--- config.mk ---
export PLATFORM = sky130hd
export DESIGN_NAME = btn_event_sync
export DESIGN_NICKNAME = d
export VERILOG_FILES = /design/src/rtl/btn_event_pkg.sv /design/src/rtl/debounce_channel.sv /design/src/rtl/btn_event_sync.sv
export SDC_FILE = /design/constraint.sdc
export NUM_CORES = 1
export LEC_CHECK = 0
export BUFFER_PORTS_ARGS = -buffer_cell sky130_fd_sc_hd__buf_2
export CAP_MARGIN = 20
export CORE_ASPECT_RATIO = 1.2
export CORE_MARGIN = 4
export CORE_UTILIZATION = 50
export CTS_CLUSTER_DIAMETER = 40
export DETAILED_ROUTE_END_ITERATION = 6
export PLACE_DENSITY = 0.73
export SYNTH_ARGS = -nofsm -noshare
export SYNTH_HDL_FRONTEND = slang
export SYNTH_SLANG_ARGS = --single-unit
--- constraint.sdc ---
create_clock -name clk -period 2.6 [get_ports clk]
set_input_delay 0.26 -clock clk [delete_from_list [all_inputs] [get_ports clk]]
set_output_delay 0.26 -clock clk [all_outputs]
set_load 0.005 [all_outputs]
--- src/rtl/btn_event_pkg.sv ---
// rtl/btn_event_pkg.sv - shared edge-mode constants and helpers for btn_event_sync
package btn_event_pkg;

    localparam logic [1:0] EDGE_NONE = 2'b00;
    localparam logic [1:0] EDGE_RISE = 2'b01;
    localparam logic [1:0] EDGE_FALL = 2'b10;
    localparam logic [1:0] EDGE_BOTH = 2'b11;

    // Counter must hold 0..DEBOUNCE_CYCLES-1; sized for one extra value so D=1 still gets a bit.
    function automatic int cnt_width(input int cycles);
        return (cycles < 1) ? 1 : $clog2(cycles + 1);
    endfunction

    function automatic logic edge_enabled(input logic [1:0] mode, input logic new_level);
        if (new_level)
            return (mode == EDGE_RISE) || (mode == EDGE_BOTH);
        else
            return (mode == EDGE_FALL) || (mode == EDGE_BOTH);
    endfunction

endpackage

--- src/rtl/debounce_channel.sv ---
// rtl/debounce_channel.sv - one channel: synchroniser, stability debounce, edge pulse and sticky pending
module debounce_channel
    import btn_event_pkg::*;
#(
    parameter int SYNC_STAGES     = 2,
    parameter int DEBOUNCE_CYCLES = 16,
    parameter int CNT_W           = cnt_width(DEBOUNCE_CYCLES)
) (
    input  logic       clk,
    input  logic       reset,
    input  logic       din,
    input  logic [1:0] edge_mode,
    input  logic       clear,
    output logic       level,
    output logic       pulse,
    output logic       pending
);

    localparam logic [CNT_W-1:0] CNT_LAST = CNT_W'(DEBOUNCE_CYCLES - 1);

    logic [SYNC_STAGES-1:0] r_sync;
    logic [CNT_W-1:0]       r_cnt;
    logic                   r_level;
    logic                   r_pulse;
    logic                   r_pending;

    logic                   w_s;
    logic                   w_flip;
    logic [CNT_W-1:0]       w_cnt_next;
    logic                   w_level_next;
    logic                   w_pulse_next;
    logic                   w_pending_next;

    assign w_s = r_sync[SYNC_STAGES-1];

    // A level change is accepted on the D-th consecutive disagreeing sample;
    // any agreeing sample restarts the count.
    always_comb begin
        w_cnt_next     = '0;
        w_flip         = 1'b0;
        if (w_s != r_level) begin
            if (r_cnt == CNT_LAST)
                w_flip = 1'b1;
            else
                w_cnt_next = r_cnt + CNT_W'(1);
        end
        w_level_next   = w_flip ? w_s : r_level;
        w_pulse_next   = w_flip && edge_enabled(edge_mode, w_s);
        // A new event on the same edge as a clear must not be lost.
        w_pending_next = w_pulse_next || (r_pending && !clear);
    end

    always_ff @(posedge clk or negedge reset) begin
        if (!reset) begin
            r_sync    <= '0;
            r_cnt     <= '0;
            r_level   <= 1'b0;
            r_pulse   <= 1'b0;
            r_pending <= 1'b0;
        end else begin
            r_sync    <= {r_sync[SYNC_STAGES-2:0], din};
            r_cnt     <= w_cnt_next;
            r_level   <= w_level_next;
            r_pulse   <= w_pulse_next;
            r_pending <= w_pending_next;
        end
    end

    assign level   = r_level;
    assign pulse   = r_pulse;
    assign pending = r_pending;

endmodule

--- src/rtl/btn_event_sync.sv ---
// rtl/btn_event_sync.sv - multi-channel button/strobe conditioner with sticky pending flags and irq
module btn_event_sync
    import btn_event_pkg::*;
#(
    parameter int CHANNELS        = 4,
    parameter int SYNC_STAGES     = 2,
    parameter int DEBOUNCE_CYCLES = 16
) (
    input  logic                  clk,
    input  logic                  reset,
    input  logic [CHANNELS-1:0]   din,
    input  logic [2*CHANNELS-1:0] edge_mode,
    input  logic [CHANNELS-1:0]   clear,
    output logic [CHANNELS-1:0]   level,
    output logic [CHANNELS-1:0]   pulse,
    output logic [CHANNELS-1:0]   pending,
    output logic                  irq
);

    localparam int CNT_W = cnt_width(DEBOUNCE_CYCLES);

    logic [CHANNELS-1:0] w_pending;

    for (genvar g = 0; g < CHANNELS; g++) begin : g_ch
        debounce_channel #(
            .SYNC_STAGES    (SYNC_STAGES),
            .DEBOUNCE_CYCLES(DEBOUNCE_CYCLES),
            .CNT_W          (CNT_W)
        ) u_ch (
            .clk      (clk),
            .reset    (reset),
            .din      (din[g]),
            .edge_mode(edge_mode[2*g +: 2]),
            .clear    (clear[g]),
            .level    (level[g]),
            .pulse    (pulse[g]),
            .pending  (w_pending[g])
        );
    end

    assign pending = w_pending;
    assign irq     = |w_pending;

endmodule

# Word-level counts from Yosys, hierarchy flattened
# Index checks and enable logic that the tools add are counted.
# word_totals
in_bits	18
output_inout_bits	13
register_bits	40
elab_cells	89
# op_classes
reduce_logical	25
muxes	20
addsub	4
eq_ne	20
# op_table
op	n
$mux W5	8
$add A5 B1 Y5 const B	4
$eq A5 B4 Y1 const B	4
$eq A2 B2 Y1 const B	8
$logic_or A1 B1 Y1	12
$mux W1	12
$eq A2 B1 Y1 const B	4
$logic_and A1 B1 Y1	8
$logic_not A1 Y1	4
$ne A1 B1 Y1	4
$reduce_or A4 Y1	1

# Longest topological paths before layout
# Gate-level depths: netlist of the first run.
# logic_depth
depth_word	5
ltp_mapped	4
depth_no_buf	4

# Hierarchy
# Synthesis of the first run repeated with hierarchy kept, for this count alone.
# unflattened
hier_cells	121
hier_area_um2	1554.0
# modules_own_cells
mod	area_per_inst_um2	n_inst	cells_per_inst	seq_area_each_um2
debounce_channel	386.6	4	30	250.2
btn_event_sync	7.5	1	1	0.0

# Worst setup path after synthesis of the first run
# Ideal clock, no wire load.
# synth_path
kind	reg-to-reg
startpoint	register g_ch[0].u_ch.r_cnt[0]
endpoint	register g_ch[0].u_ch.r_level
setup_ns	0.125
arrival_time_ns	1.088
required_ns	2.475
path_buffers	0
stages_incl_launch_ff	5
path_slack_ns	1.387
synth_period_minus_slack_ns	1.213
cell_sequence	dfrtp_1 > ha_1 > nand3_1 > nor2_1 > mux2_2
# synth_via
elab_chain_len	3
# synth_lines
item	line_no	source
start: declaration	debounce_channel.sv:22	logic [CNT_W-1:0] r_cnt;
start signal: assignment	debounce_channel.sv:62	r_cnt <= w_cnt_next;
$eq A5 B4 Y1	debounce_channel.sv:42	if (r_cnt == CNT_LAST)
$mux W1	debounce_channel.sv:42	
$mux W1	debounce_channel.sv:41	if (w_s != r_level) begin
end signal: assignment	debounce_channel.sv:63	r_level <= w_level_next;
end: declaration	debounce_channel.sv:23	logic r_level;
# Every way passes these cells.
# A chain may end at the register's enable or synchronous reset.

# Final worst setup path of the first run
# layout_path
startpoint	register g_ch[0].u_ch.r_pending
endpoint	output irq
# layout_via
elab_chain_len	1
# layout_lines
item	line_no	source
start: declaration	debounce_channel.sv:25	logic r_pending;
start signal: assignment	debounce_channel.sv:65	r_pending <= w_pending_next;
$reduce_or A4 Y1	btn_event_sync.sv:42	assign irq = |w_pending;
end: declaration	btn_event_sync.sv:17	output logic irq
# Every way passes these cells.

==> results.md, run 1 <==
- Status: finished clean
- Mapped Area: about 1600 um^2
- Crit-path slowest cell: or4_1
- CP required: 2.34 ns
- Clk sinks: 40
- CTS buffer count: 5
- Clock latency on the worst-skew pair: approximately 0.34 ns
- Final ANT Viol Nets: 0
- Static Leak: around 1.0 nW
- Antenna violations before repair: 0
- Seq/Total Area, Yosys: 0.611
- H-tree levels: 2
- Die height: 70.7 um
- Hold Vio Cnt, Final: 0
- Vias in the first global route: 1089
- Delay of the slowest critical-path stage: between 0.5 and 0.6 ns
- Setup TNS: 0 ns
- Worst path arrival time: 1.38 ns
- Clock root cell: clkbuf_4
- Ant diodes: 0
- CTS tree: done
- Ports: 31
- Crit-path max FO: 3
- Area delta synth->final: 12.4%
- Post-synthesis compound-gate area fraction: 0.0611
- Total routed wirelength: 2520 um
- Simple-gate share of the synthesized area: 0.137
- First-pass GRT wire length: ~4500 um
- Layout cell share with drive strength beyond 1: 0.286
- Row count: 22
- GP Congestion: approximately 0.7
- Crit share post-route: 0.630
- Critical path, cell by cell: or4_1, buf_2
- CTS Hold Bufs: 4
- Post-synthesis mux area share: 0.0275
- Worst vdd ir: 0.000386 V
- Max-slew violations: 0
- Die Wd: 60.3 um
- Synth Instances: ~130
- Worst-path clk slew: 0.10 ns
- 1st-pass router iterations: 4
- XOR/XNOR Fraction of Synth Area: 0.0641
- Global route overflow: 0
- Initial Util: 0.527
- Largest family of logic cells by synthesized area: simple AND/OR/NAND/NOR gates
- Worst Max-Slew Pin Slew: 0.842 ns
- Yosys warns: 0
- Post-Syn Nets: 153
- DRC marker count from the first detailed-route iteration: 30
- Hold WS: about 0.014 ns
- Synth Area in Adders: 0.0305
- Die area: roughly 4300 um^2
- Core ar.: 3110 um^2
- Buffers added on ports: 30
- Final HPWL DP: 1890 um
- Crit end category: output port
- Power Total: approximately 1.0 mW
- Finished Core Util: 0.593
- Fin crit period: 1.64 ns
- Syn avg cell area: around 13 um^2
- FMAX: 610 MHz
- Critical path class: register to output port
- Vias per cell: between 4 and 5
- Wire per inst: 12.8 um
- Post-CTS Setup Bufs: 0
- Largest net degree at the start of global routing: 41
- Slew headroom: 0.438
- Post-route DRC violation count: 0
- Synth Register Bits: 40
- CP startpoint kind: register
- GRT Overall Usage: 0.144
- Unrepaired setup endpoints after global routing: no
- Worst hold path type: input pin to async pin
- PwrDens: between 500 and 600 nW/um^2
- Clock skew: 0.00662 ns
- Max cap viols: 0
- CTS resizes: 0
- Clock Tree Buf Depth: 2
- Unique masters post-synth: 17
- Nets@finish: 182
- Final setup viols: 0
- Vias: 983
metal layers:
| layer | vias to the layer above | routed length [um] | track usage | part of all wire |
|---|---|---|---|---|
| met1 | 466 | 1020 | 0.149 | 0.40 |
| li1 | 485 | - | - | - |
| met2 | 26 | 1280 | 0.243 | 0.51 |
| met4 | 0 | 55 | 0.0714 | 0.022 |
| met5 | - | 0 | 0 | 0 |
| met3 | 6 | 170 | 0.0602 | 0.067 |
Yosys cell counts, drive strengths merged:
library cell	n	share of area
dfrtp	40	0.61
nor2	14	0.032
buf	12	0.055
xor2	12	0.064
nand3	8	0.024
nand3b	8	0.037
and2	6	0.023
inv	6	0.014
a211oi	4	0.031
a21o	4	0.018
and3	4	0.017
ha	4	0.031
mux2	4	0.027
o21ai	4	0.012
or4	1	0.0046
sequential cells by signal (all words and copies together) (netlist names):
register / cells
g_ch.u_ch.r_cnt: 20
g_ch.u_ch.pulse: 4
g_ch.u_ch.pending: 4
g_ch.u_ch.level: 4
g_ch.u_ch.r_sync: 8
worst max-delay path, delay by kind of cell, from the launching register on:
family / cells / cell delay, ns
buf+inv: 1 / 0.14
flops: 1 / 0.40
simple gates: 1 / 0.51
power by group:
group          switching [mW]  internal [mW]  total, mW
logic                  0.0327         0.0304     0.0631
registers              0.0155          0.643      0.659
clock network           0.181          0.134      0.314
cells by family (layout without fill, tap and decap cells):
family | count (synthesis) | count (layout)
and+or+nand+nor | 41 | 41
adders and majority gates | 4 | 4
DFF | 40 | 40
buffers and inverters | 18 | 48
AOI/OAI and AO/OA | 12 | 12
muxes | 4 | 4
xor gates and xnor gates | 12 | 12
cell type report:
type / instances / area, um^2
Tap cell: 36 / 45.0
Clock buffer: 8 / 58.8
Multi-Input combinational cell: 73 / 526
Sequential cell: 40 / 1000
Inverter: 6 / 22.5
Timing Repair Buffer: 34 / 190
Fill cell: 252 / 1270
metrics by stage:
stage / worst slack [ns] / cells / instance area, um^2
after global placement: 1.33 / 185 / 1740
after CTS: 0.927 / 197 / 1840
after detailed placement: 1.28 / 185 / 1740
final: 0.961 / 197 / 1840
after floorplan: 1.39 / 131 / 1640
after global routing: 0.870 / 197 / 1840
cell usage in the layout, fill, tap and decap left out:
cell type,n
mux2_2,4
clkbuf_1,2
a21o_1,4
and3_1,2
o21ai_0,2
inv_1,6
and3_2,2
ha_1,4
clkbuf_8,1
nor2_1,14
nand3b_1,8
and2_1,6
or4_1,1
nand3_1,8
dlygate4sd3_1,4
a211oi_2,4
xor2_1,12
clkbuf_4,5
o21ai_1,2
buf_2,30
dfrtp_1,40
worst paths after layout:
check                      slack (ns)                     end  cells after the start                   start
max                              0.96                     irq                      2    g_ch[0].u_ch.pending
min reg2reg                      0.36  g_ch[1].u_ch.r_sync[1]                      0  g_ch[1].u_ch.r_sync[0]
max in group asynchronous        2.05  g_ch[3].u_ch.r_sync[0]                      1                   reset
max reg2reg                      1.28      g_ch[0].u_ch.level                      4   g_ch[0].u_ch.r_cnt[0]
min                              0.01      g_ch[3].u_ch.pulse                      1                   reset
min in group clk                 0.19    g_ch[3].u_ch.pending                      3                clear[3]
Note: power is estimated with default switching activity, not from simulation.
==> run 2: changes to the inputs <==
--- a/config.mk
+++ b/config.mk
@@ -5,6 +5,7 @@
 export SDC_FILE = /design/constraint.sdc
 export NUM_CORES = 1
 export LEC_CHECK = 0
+export ABC_AREA = 1
 export BUFFER_PORTS_ARGS = -buffer_cell sky130_fd_sc_hd__buf_2
 export CAP_MARGIN = 20
 export CORE_ASPECT_RATIO = 1.2
==> constraint.sdc (replaced) <==
create_clock -name clk -period 1.6 [get_ports clk]
set_input_delay 0.16 -clock clk [delete_from_list [all_inputs] [get_ports clk]]
set_output_delay 0.16 -clock clk [all_outputs]
set_load 0.005 [all_outputs]
==> results.md, run 2 <==
- Vias in the first global route: 1183 (+8.6%)
- Synth area leaders: dfrtp_1 (57%), nand2_1 (11%), inv_1 (5.9%), nor2_1 (5.9%), buf_4 (5.1%)
- CP startpoint kind: register
- Final ANT Viol Nets: 0 (unchanged)
- Worst flop-to-flop path startpoint: g_ch[0].u_ch.r_cnt[0]
- Async S/R FF share, synth: 1.00 (unchanged)
- Clock Tree Buf Depth: 2 (unchanged)
- Clk sinks: 40 (unchanged)
- Most frequent cells in the layout: nand2_1 (53), dfrtp_1 (40), buf_2 (30)
- CP required: 1.78 ns (-0.56 ns)
- Worst vdd ir: 0.000637 V (+65%)
- Setup slack, reg-to-reg: 0.47 ns (-0.81 ns)
- Die height: 73.1 um (+3.4%)
- Area of the multi-input gates: 572 um^2 (+8.8%)
- Post-synth top flop: dfrtp_1
- GP Congestion: 0.772 (+8.9%)
- Seq/Total Area, Yosys: 0.566 (-0.0445)
- Clock latency on the worst-skew pair: 0.29 ns (-0.05 ns)
- Syn avg cell area: 8.88 um^2 (-29%)
- Commonest non-fill, non-tap cell in the layout: nand2_1
- Vias: 1247 (+27%)
- Critical path class: register to register
- CP startpoint: g_ch[0].u_ch.r_cnt[0]
- Crit-path slowest cell: dfrtp_1
- Crit path to: g_ch[0].u_ch.r_cnt[0]
- Layout cell share with drive strength beyond 1: 0.203 (-0.0823)
- Crit path max-delay family: simple AND/OR/NAND/NOR gates
- Hold Path Stages: 4
- Worst path bufs/invs: 0 (-1)
- Worst Max-Slew Pin Slew: 0.425 ns (-0.417 ns)
- Max-slew violations: 0 (unchanged)
- Synth Register Bits: 40 (unchanged)
- Area delta synth->final: 15.1%
- Fill count: 289 (+15%)
- Die Wd: 62.3 um (+3.3%)
- DRC marker count from the first detailed-route iteration: 33 (+10%)
- Most common cell in the netlist: nand2_1
- Row count: 23 (+4.5%)
- Ports: 31 (unchanged)
- Post-route DRC violation count: 0 (unchanged)
- Clock root cell: clkbuf_8
- Post-CTS Setup Bufs: 0 (unchanged)
- Slew headroom: 0.717 (+0.278)
- Delay of the slowest critical-path stage: 0.39 ns (-0.12 ns)
- H-tree levels: 2 (unchanged)
- Unique masters post-synth: 14 (-3)
- Storage cell area: 1000 um^2 (unchanged)
- Global route overflow: 0 (unchanged)
- Max cap viols: 0 (unchanged)
- Setup TNS: 0 ns (unchanged)
- Initial Util: 0.525 (-0.00187)
- Crit-path max FO: 4 (+1)
- Post-synth EDFFs: 0 (unchanged)
- Crit share post-route: 0.708
- 1st-pass router iterations: 4 (unchanged)
- Biggest register: g_ch.u_ch.r_cnt
- Antenna violations before repair: 0 (unchanged)
- Wire per inst: 10.1 um (-21%)
- Synth Instances: 199 (+52%)
- Nets@finish: 252 (+38%)
- Static Leak: 1.15 nW (+12%)
- Worst hold path type: input pin to register
- CTS buffer count: 5 (unchanged)
- Critical path, cell by cell: ha_1, nand2_2, nor2_1, nand2_1, nand2_1, nor2_1
- Fin crit period: about 1.1 ns
- FMAX: 882 MHz
- Most instantiated cells after synthesis: nand2_1 (53), dfrtp_1 (40), inv_1 (28), nor2_1 (28), buf_4 (12)
- Worst path arrival time: 1.32 ns (-0.06 ns)
- Post-Syn Nets: 221 (+44%)
- Largest regs: g_ch.u_ch.r_cnt (20), g_ch.u_ch.r_sync (8)
- CTS tree: done
- Power Total: 1.87 mW (+80%)
- Dominant cell type by area after synthesis: dfrtp_1
- Ant diodes: 0 (unchanged)
- Clock skew: 0.00472 ns (-0.00190 ns)
- Worst r2r path cells: 6 (+2)
- Final HPWL DP: 2020 um (+6.6%)
- Worst-path clk slew: 0.07 ns (-0.03 ns)
- Max reg flops: 20 (unchanged)
- Final setup viols: 0 (unchanged)
- Mapped Area: 1770 um^2 (+7.9%)
- Yosys warns: 0 (unchanged)
- Hold Vio Cnt, Final: 0 (unchanged)
- GRT Overall Usage: 0.138 (-0.00585)
- Stages on the worst setup path: 6 (+4)
- Status: finished clean
- PwrDens: 918 nW/um^2 (+63%)
- Buffers added on ports: 30 (unchanged)
- Crit end category: register
- Die area: 4560 um^2 (+6.9%)
- Vias per cell: 4.65 (-6.8%)
- Worst r2r dst: g_ch[0].u_ch.r_cnt[0]
- Largest net degree at the start of global routing: 24 (-41%)
- Core ar.: 3370 um^2 (+8.2%)
- Unrepaired setup endpoints after global routing: no
- First-pass GRT wire length: 4870 um (+8.1%)
- Total routed wirelength: 2710 um (+7.4%)
- Yosys top cell area share: 0.566 (-0.0445)
==> run 2: worst min-delay path by stage <==
stage                  start                    end  slack [ns]
floorplan              reset     g_ch[0].u_ch.level       -0.14
global placement       reset     g_ch[1].u_ch.pulse        0.13
detailed placement     reset  g_ch[1].u_ch.r_cnt[2]        0.12
CTS                 clear[1]   g_ch[1].u_ch.pending        0.08
global route        clear[1]   g_ch[1].u_ch.pending        0.10
finish              clear[1]   g_ch[1].u_ch.pending        0.09
==> run 2: area by class of cell <==
type / instances / area share
Sequential cell: 40 / 0.492
Multi-Input combinational cell: 119 / 0.281
Timing Repair Buffer: 36 / 0.108
Inverter: 28 / 0.0517
Clock buffer: 8 / 0.0443
Tap cell: 37 / 0.0228
==> run 2: layer usage <==
| metal | share of wire | track usage | vias up |
|---|---|---|---|
| met3 | 0.067 | 0.0555 | 6 |
| met4 | 0.024 | 0.0708 | 0 |
| met5 | 0 | 0 | - |
| met2 | 0.46 | 0.224 | 28 |
| li1 | - | - | 659 |
| met1 | 0.45 | 0.159 | 554 |
==> run 2: kinds of logic after synthesis <==
logic type,synth area share
flip-flops,0.566
buffers and inverters,0.110
adder cells (fa/ha/maj),0.0283
AO/OA/AOI/OAI,0.0113
AND/OR/NAND/NOR,0.264
XOR/XNOR,0.0198
==> run 2: report_power, final <==
| part | leakage (nW) | internal (mW) | total [mW] | switching [mW] |
|---|---|---|---|---|
| logic | 0.578 | 0.0567 | 0.118 | 0.0616 |
| registers | 0.530 | 1.05 | 1.08 | 0.0310 |
| clock network | 0.0455 | 0.351 | 0.674 | 0.323 |
==> run 2: worst min-delay path, delay by kind of cell <==
| family | cells | cell delay, ns |
|---|---|---|
| buf+inv | 2 | 0.11 |
| simple gates | 2 | 0.08 |
==> run 2: through the flow <==
step	hold WS, ns	setup slack, ns	cells	cell area [um^2]	utilization
final	0.0914	0.467	268	2030	0.604
after global routing	0.105	0.331	268	2030	0.604
after CTS	0.0847	0.456	268	2030	0.604
after detailed placement	0.123	0.464	255	1890	0.563
after global placement	0.126	0.493	255	1890	0.563
after floorplan	-0.136	0.583	199	1770	-
==> run 2: timing repair <==
action                    CTS  global route
hold endpoints to repair   21             0
resized for setup           0             0
hold buffers                5             0
==> run 3: changes to the inputs <==
--- a/config.mk
+++ b/config.mk
@@ -10,10 +10,10 @@
 export CAP_MARGIN = 20
 export CORE_ASPECT_RATIO = 1.2
 export CORE_MARGIN = 4
-export CORE_UTILIZATION = 50
+export CORE_UTILIZATION = 49
 export CTS_CLUSTER_DIAMETER = 40
 export DETAILED_ROUTE_END_ITERATION = 6
-export PLACE_DENSITY = 0.73
+export PLACE_DENSITY = 0.74
 export SYNTH_ARGS = -nofsm -noshare
 export SYNTH_HDL_FRONTEND = slang
 export SYNTH_SLANG_ARGS = --single-unit
==> constraint.sdc (replaced) <==
create_clock -name clk -period 1.02 [get_ports clk]
set_input_delay 0.102 -clock clk [delete_from_list [all_inputs] [get_ports clk]]
set_output_delay 0.102 -clock clk [all_outputs]
set_load 0.005 [all_outputs]
==> results.md, run 3 (synthesis results as in run 2) <==
- Violated checks: setup timing
- Worst Max-Slew Pin Slew: 0.305 ns (-0.120 ns)
- H-tree levels: 2 (unchanged)
- Slew headroom: 0.795 (+0.0783)
- Largest regs: g_ch.u_ch.r_cnt (20), g_ch.u_ch.r_sync (8)
- Crit end category: register
- Hold Vio Cnt, Final: 0 (unchanged)
- Ports: 31 (unchanged)
- First-pass GRT wire length: 5260 um (+8.1%)
- Ant diodes: 0 (unchanged)
- Worst-path clk slew: 0.07 ns (about the same)
- Global route overflow: 0 (unchanged)
- Worst path arrival time: 1.26 ns (-0.06 ns)
- Area delta synth->final: 30.9%
- Antenna violations before repair: 0 (unchanged)
- Crit-path max FO: 3 (-1)
- Most frequent cells in the layout: nand2_1 (45), dfrtp_1 (36), buf_2 (29)
- Wire per inst: 11.5 um (+14%)
- DRC marker count from the first detailed-route iteration: 40 (+21%)
- FMAX: 927 MHz (+5.0%)
- CTS tree: done
- Clock root cell: clkbuf_8
- Nets@finish: 267 (+6.0%)
- GRT Overall Usage: 0.149 (+0.0109)
- Met1 Resource Use GR: 0.168 (+0.00957)
- Fill count: 279 (-3.5%)
- Worst vdd ir: 0.000965 V (+52%)
- Die area: 4640 um^2 (+1.8%)
- Vias: 1364 (+9.4%)
- CP startpoint kind: register
- Status: finished, violations left
- Biggest register: g_ch.u_ch.r_cnt
- Clock latency on the worst-skew pair: 0.29 ns (about the same)
- Max cap viols: 0 (unchanged)
- Placed cells: 263 (+3.1%)
- Die height: 73.8 um (+0.90%)
- Worst hold path type: input pin to register
- Unrepaired setup endpoints after global routing: yes
- Core ar.: 3400 um^2 (+0.85%)
- 1st-pass router iterations: 6 (+2)
- Area of the multi-input gates: 723 um^2 (+26%)
- Die Wd: 62.8 um (+0.89%)
- Final setup viols: 22 (+22)
- Max reg flops: 20 (unchanged)
- Finished Core Util: 0.681 (+0.0770)
- Power Total: 3.04 mW (+63%)
- Row count: 23 (unchanged)
- Finished Layout Cells: 283 (+5.6%)
- PwrDens: 1320 nW/um^2 (+43%)
- Buffers added on ports: 30 (unchanged)
- Post-route DRC violation count: 0 (unchanged)
- Max-slew violations: 0 (unchanged)
- Commonest non-fill, non-tap cell in the layout: nand2_1
- Crit share post-route: 1.06 (+0.350)
- Grt peak-use layer: met2
- Critical path class: register to register
- Global Route met3 Usage: 0.0321 (-0.0234)
- Storage cell area: 1010 um^2 (+0.50%)
- Initial Util: 0.521 (-0.00445)
- GP Congestion: 0.821 (+6.3%)
- CTS buffer count: 5 (unchanged)
- Final worst slack: -0.0591 ns (-0.526 ns)
- Largest net degree at the start of global routing: 41 (+71%)
- Clk sinks: 40 (unchanged)
- Final ANT Viol Nets: 0 (unchanged)
- Layout cell share with drive strength beyond 1: 0.370 (+0.166)
- Static Leak: 1.28 nW (+11%)
- Clock skew: 0.00336 ns (-0.00136 ns)
- Fin crit period: 1.08 ns (-0.0544 ns)
- GR Layer Usage met2: 0.258 (+0.0348)
- Total routed wirelength: 3260 um (+20%)
- CP required: 1.21 ns (-0.57 ns)
- Vias per cell: 4.82 (+3.6%)
- Final HPWL DP: 2170 um (+7.5%)
- Clock Tree Buf Depth: 2 (unchanged)
- Vias in the first global route: 1265 (+6.9%)
-- run 3: cell count changes in the layout (fill, tap and decap cells not counted), sizes merged --
cell and change:
buf +15
-- run 3: stage by stage --
stage	TNS (ns)	setup slack (ns)	hold WS (ns)	area [um^2]
3_5_place_dp	-0.678	-0.0853	0.0838	1950
6_report	-0.621	-0.0591	0.0380	2310
2_1_floorplan	0	0.00258	-0.194	1770
4_1_cts	-0.528	-0.0691	0.0267	2140
3_3_place_gp	-0.152	-0.0319	0.0855	1950
5_1_grt	-2.39	-0.128	0.0566	2310
-- run 3: area by class of cell --
cell class                 count  area share
timing repair buffer          51       0.148
tap                           37      0.0200
inverter                      28      0.0454
multi-input combinational    119       0.313
clock buffer                   8      0.0389
sequential                    40       0.435
-- run 3: final timing paths --
kind	start	endpoint	slack [ns]	depth (start not counted)
min in group asynchronous	reset	g_ch[1].u_ch.level	0.30	3
worst min register to register	g_ch[3].u_ch.r_sync[0]	g_ch[3].u_ch.r_sync[1]	0.35	0
worst max register to register	g_ch[0].u_ch.r_cnt[1]	g_ch[0].u_ch.level	-0.06	6
max in group asynchronous	reset	g_ch[2].u_ch.level	0.51	3
worst min-delay path	clear[1]	g_ch[1].u_ch.pending	0.04	4
worst max-delay path	g_ch[0].u_ch.r_cnt[1]	g_ch[0].u_ch.level	-0.06	6
-- run 3: worst max-delay path: stages, from the launching register on --
cell and delay, ns:
dfrtp_1 0.40, ha_4 0.17, nand2_4 0.07, nor2_4 0.14, nand2_2 0.08, nand2_1 0.06
nand2_1 0.05
-- run 3: where the power goes --
part / switching, mW / internal (mW)
registers: 0.0523 / 1.64
logic: 0.131 / 0.152
clock network: 0.518 / 0.551
total: 0.701 / 2.34
-- run 3: what timing repair did --
action                                  4_1_cts  5_1_grt
pin swaps                                     7       16
endpoints found under the setup margin       21       34
hold buffers                                  5        0
hold endpoints to repair                     44        0
gates resized for setup                      10       32
buffers inserted                              3        4
-- run 3: per-layer routing --
metal	wire, um	vias to the layer above
met5	0	-
met2	1660	36
met3	164	9
li1	-	685
met1	1330	634
met4	102	0
